**src/rtl/digit_scan_reader.sv**
```systemverilog
// Time-multiplexed reader for four hex digit registers driving a common-anode
// 4-digit seven-segment display, with per-frame snapshots and leading-zero blanking.
module digit_scan_reader #(
   parameter int unsigned DIV   = 100000,
   parameter int unsigned GUARD = 2
) (
   input  logic        clk,
   input  logic        reset,
   input  logic [15:0] data,
   input  logic [3:0]  dp_sel,
   input  logic        lz_en,
   output logic [3:0]  an,
   output logic [6:0]  seg,
   output logic        dp,
   output logic        frame
);

   localparam int unsigned    CW        = (DIV > 1) ? $clog2(DIV) : 1;
   localparam logic [CW-1:0]  CNT_LAST  = CW'(DIV - 1);
   localparam logic [CW-1:0]  GUARD_CNT = CW'(GUARD);

   logic [CW-1:0] cnt_q, cnt_d;
   logic [1:0]    idx_q, idx_d;
   logic [15:0]   snap_q, snap_d;
   logic [3:0]    snap_dp_q, snap_dp_d;
   logic          snap_lz_q, snap_lz_d;
   logic          primed_q, primed_d;
   logic [3:0]    an_q, an_d;
   logic [6:0]    seg_q, seg_d;
   logic          dp_q, dp_d;
   logic          frame_q, frame_d;

   logic          tick;
   logic          load;
   logic          blank;
   logic [3:0]    nib;

   function automatic logic [6:0] hex7(input logic [3:0] v);
      logic [6:0] s;
      case (v)
         4'h0:    s = 7'b1000000;
         4'h1:    s = 7'b1111001;
         4'h2:    s = 7'b0100100;
         4'h3:    s = 7'b0110000;
         4'h4:    s = 7'b0011001;
         4'h5:    s = 7'b0010010;
         4'h6:    s = 7'b0000010;
         4'h7:    s = 7'b1111000;
         4'h8:    s = 7'b0000000;
         4'h9:    s = 7'b0010000;
         4'hA:    s = 7'b0001000;
         4'hB:    s = 7'b0000011;
         4'hC:    s = 7'b1000110;
         4'hD:    s = 7'b0100001;
         4'hE:    s = 7'b0000110;
         default: s = 7'b0001110;
      endcase
      return s;
   endfunction

   always_comb begin
      tick = (cnt_q == CNT_LAST);
      // Snapshot on the first edge after reset and on every wrap back to digit 0.
      load = !primed_q || (tick && (idx_q == 2'd3));

      cnt_d     = tick ? '0 : cnt_q + 1'b1;
      idx_d     = tick ? idx_q + 2'd1 : idx_q;
      snap_d    = load ? data   : snap_q;
      snap_dp_d = load ? dp_sel : snap_dp_q;
      snap_lz_d = load ? lz_en  : snap_lz_q;
      primed_d  = 1'b1;
      frame_d   = load;

      nib = snap_q[{idx_q, 2'b00} +: 4];
      case (idx_q)
         2'd3:    blank = snap_lz_q && (snap_q[15:12] == 4'h0);
         2'd2:    blank = snap_lz_q && (snap_q[15:8]  == 8'h00);
         2'd1:    blank = snap_lz_q && (snap_q[15:4]  == 12'h000);
         default: blank = 1'b0;
      endcase

      if ((cnt_q < GUARD_CNT) || blank) begin
         an_d  = '1;
         seg_d = '1;
         dp_d  = 1'b1;
      end else begin
         an_d  = ~(4'b0001 << idx_q);
         seg_d = hex7(nib);
         dp_d  = ~snap_dp_q[idx_q];
      end
   end

   always_ff @(posedge clk or posedge reset) begin
      if (reset) begin
         cnt_q     <= '0;
         idx_q     <= '0;
         snap_q    <= '0;
         snap_dp_q <= '0;
         snap_lz_q <= 1'b0;
         primed_q  <= 1'b0;
         an_q      <= '1;
         seg_q     <= '1;
         dp_q      <= 1'b1;
         frame_q   <= 1'b0;
      end else begin
         cnt_q     <= cnt_d;
         idx_q     <= idx_d;
         snap_q    <= snap_d;
         snap_dp_q <= snap_dp_d;
         snap_lz_q <= snap_lz_d;
         primed_q  <= primed_d;
         an_q      <= an_d;
         seg_q     <= seg_d;
         dp_q      <= dp_d;
         frame_q   <= frame_d;
      end
   end

   assign an    = an_q;
   assign seg   = seg_q;
   assign dp    = dp_q;
   assign frame = frame_q;

endmodule

```
**config.mk**
```make
export PLATFORM = sky130hd
export DESIGN_NAME = digit_scan_reader
export DESIGN_NICKNAME = d
export VERILOG_FILES = /design/src/rtl/digit_scan_reader.sv
export SDC_FILE = /design/constraint.sdc
export NUM_CORES = 1
export LEC_CHECK = 0
export ABC_AREA = 1
export BUFFER_PORTS_ARGS = -buffer_cell sky130_fd_sc_hd__buf_2
export CAP_MARGIN = 10
export CORE_AREA = 2 2 79 81
export CTS_CLUSTER_SIZE = 16
export DETAILED_ROUTE_END_ITERATION = 8
export DIE_AREA = 0 0 81 83
export PLACE_DENSITY_LB_ADDON = 0.12
export SYNTH_ARGS = -nofsm -noshare
export SYNTH_HDL_FRONTEND = slang
export SYNTH_SLANG_ARGS = --single-unit
export TNS_END_PERCENT = 10
```
**constraint.sdc**
```tcl
create_clock -name clk -period 2.1 [get_ports clk]
set_clock_uncertainty 0.15 [all_clocks]
set_input_delay 0.105 -clock clk [delete_from_list [all_inputs] [get_ports clk]]
set_output_delay 0.105 -clock clk [all_outputs]
set_load 0.03 [all_outputs]
```
==> results.md <==
- Vias per inst: 4.83
- Synth-to-layout area growth: 21.8%
- R2r endpoint: an[0]
- Worst Tran Pin Value: 0.756 ns
- Max-slew violations: 0
- Synth Area per Inst: 7.83 sq um
- Required time worst endpoint: 2.18 ns
- Placed cells: 472
- Vias in the first global route: 2433
- R2R depth: 10
- Fmax achieved: 0.508 GHz
- Crit path max fanout: 10
- Post-synth top flop: dfrtp_1
- Register area share after synthesis: 48.0%
- Pin count of the biggest net entering global routing: 38
- Syn Nets: 398
- Routed Antenna Nets: 0
- Sequential share of power: 53.8%
- Commonest cells after routing, fill and taps aside: nand2_1 (127), nand3_1 (46), dfrtp_1 (42), buf_2 (35), inv_1 (32)
- Clock Power Share: 31.9%
- N_diodes: 0
- Period utilization: 93.8%
- Clk sinks: 54
- Reg-to-reg slack, setup: 0.13 ns
- Final nets: 464
- Critical Path Start Type: flop
- Maximum vdd drop: 0.324 mV
- Die area: 6720 sq um
- H-tree depth: 2
- Initial core utilization: 49.0%
- Relative slew slack: 49.5%
- CTS buffer count: 5
- Synth Area in XOR/XNOR: 2.77%
- CP cell instances: clkinvlp_4, buf_4, ha_1, inv_1, nand2_1, nand2_1, nand2_1, a21oi_1, buf_4, nand2_1
- Drt pass-1 iters: 5
- Synth Area in Compound Gates: 2.50%
- Leak: 1.81 nW
- Net Sw Frac: 25.6%
- Nature of the critical path endpoint: flop
- Synth Instances: 364
- Post-route setup TNS: 0 ns
- Setup slack at placement: 0.112 ns
- Detailed placer's ending HPWL: 4320 um
- Routed WL: 6060 um
- CTS tree: built
- Initial antenna violation count: 0
- Tot GR Track Use: 20.0%
- Max Cap Viol: 0
- Chip width: 81 um
- Num ports: 36
- Area of the mapped netlist: 2850 sq um
- Min Clock Period, post-route: 1.97 ns
- Max Root-Sink Buffers: 2
- Routability congestion estimate: 0.897
- FP Rows: 28
- Clock Root Buffer: clkbuf_8
- Height of the die: 83 um
- Synth Area in Adders: 4.83%
- Setup CP Type: flop to flop
- Per-cell routed wire length: 12.0 um
- Layout cells sized above 1: 17.9%
- Post-synth EDFFs: 0
- Gr ovfl total: 0
- Hold path start: cnt_q[0]
- DRT iter0 DRCs: 132
- Final Setup Violations: 0
- CP max stage delay: 0.42 ns
- Count of input and output buffers: 35
- Commonest non-fill, non-tap cell in the layout: nand2_1
- Post-synth cell types: 28
- First-pass GRT wire length: 10700 um
- Simple-gate portion of the synthesized area: 35.0%
- Run status: complete, no violations
- Via count: 2443
- R2r startpoint: idx_q[0]
- CP max-delay cell: dfrtp_1
- NetSw: 0.548 mW
- CORE AREA: 5820 sq um
- Top cell by count, worst path: nand2_1
- Critical Path End: an[0]
- Largest family of logic cells by synthesized area: simple AND/OR/NAND/NOR gates
- CP arrival: 2.05 ns
- P_int: 1.59 mW
- Worst Setup Slack, final: 0.130 ns
- Post-synthesis mux area share: 0%
- DRC errors left: 0
- Worst min-delay path class: flop to flop
- Pwr Total: 2.14 mW
- Async set or reset register ratio after synthesis: 100%
- Origin of the worst setup path: idx_q[0]
- #FFs+latches synth: 54
- Final hold violation count: 0
- Clock Latency Late Sink: 0.30 ns
- Ys Warns: 0
- Comb pwr share: 14.3%
- Clock transition at the registers of the reported paths: 0.10 ns
- PD cells: 617 nW/um^2
- Non-Filler Instances: 506
-- worst min path at each step --
stage          cells after the start            to  slack, ns
2_1_floorplan                      2  snap_dp_q[0]       0.06
3_3_place_gp                       2     snap_q[8]       0.13
3_5_place_dp                       2    snap_q[10]       0.14
4_1_cts                            1      cnt_q[0]       0.33
5_1_grt                            1     cnt_q[14]       0.35
6_report                           1      cnt_q[0]       0.32
-- cell families (layout without fill, tap and decap cells) --
logic type / after synthesis / after routing
compound gates: 14 / 14
xor+xnor: 9 / 9
fa+ha+maj: 11 / 11
buf+inv: 45 / 112
flops: 54 / 54
other cells: 1 / 1
simple gates: 230 / 230
-- per-stage QoR --
stage	hold WS, ns	util, %	cell area [sq um]
2_1_floorplan	0.0646	-	2850
3_3_place_gp	0.131	53.5	3110
3_5_place_dp	0.140	53.5	3110
4_1_cts	0.328	59.1	3440
5_1_grt	0.354	59.7	3470
6_report	0.324	59.7	3470
-- sequential cells by signal, summed over array words and instances (netlist names) --
| name | flops |
|---|---|
| idx_q | 2 |
| primed_q | 1 |
| snap_dp_q | 4 |
| an | 4 |
| cnt_q | 17 |
| seg | 7 |
| snap_q | 16 |
| snap_lz_q | 1 |
| dp | 1 |
| frame | 1 |
-- layout make-up --
type | count | area, sq um
fillers | 559 | 2340
multi-input cells | 265 | 1290
inverters | 36 | 139
flip-flops and latches | 54 | 1370
well taps | 75 | 93.8
clock buffers | 7 | 76.3
repair buffers | 68 | 478
clock inverters | 1 | 30.0
-- synth_stat cells, types with 3 or more instances --
cell	number	share of area, %
a21oi_1	5	0.88
nor3_1	12	2.1
o21ai_0	8	1.4
nand3_1	46	8.1
dfstp_2	12	11
ha_1	11	4.8
nor2_1	30	4.0
xor2_1	9	2.8
nand2_2	3	0.66
nand4_1	3	0.66
buf_2	3	0.53
nand2_1	127	17
inv_1	34	4.5
dfrtp_1	42	37
-- metal layers --
metal / GRT usage (%) / part of all wire [%]
met5: 0 / 0
met4: 6.16 / 1.8
met3: 3.70 / 3.4
met2: 32.4 / 48
met1: 26.9 / 47
-- power groups by stage --
stage               clock (mW)  sequential [mW]  combinational [mW]
finish                   0.683             1.15               0.306
global route             0.755             1.16               0.352
CTS                      0.706             1.15               0.309
detailed placement           0             1.17               0.277
global placement             0             1.17               0.274
floorplan                    0             1.21               0.155
-- critical path: cells and delay by family (launching register included) --
| family | cells | cell delay, ns |
|---|---|---|
| buf+inv | 4 | 0.68 |
| compound gates | 1 | 0.23 |
| flops | 1 | 0.42 |
| simple gates | 4 | 0.21 |
| fa+ha+maj | 1 | 0.21 |
-- what timing repair did --
item,4_1_cts,5_1_grt
setup endpoints to repair,0,4
hold buffers,22,0
endpoints found under the hold margin,44,0
setup buffers,0,4
gates resized for setup,0,1
Power figures use the tool's default switching activity.
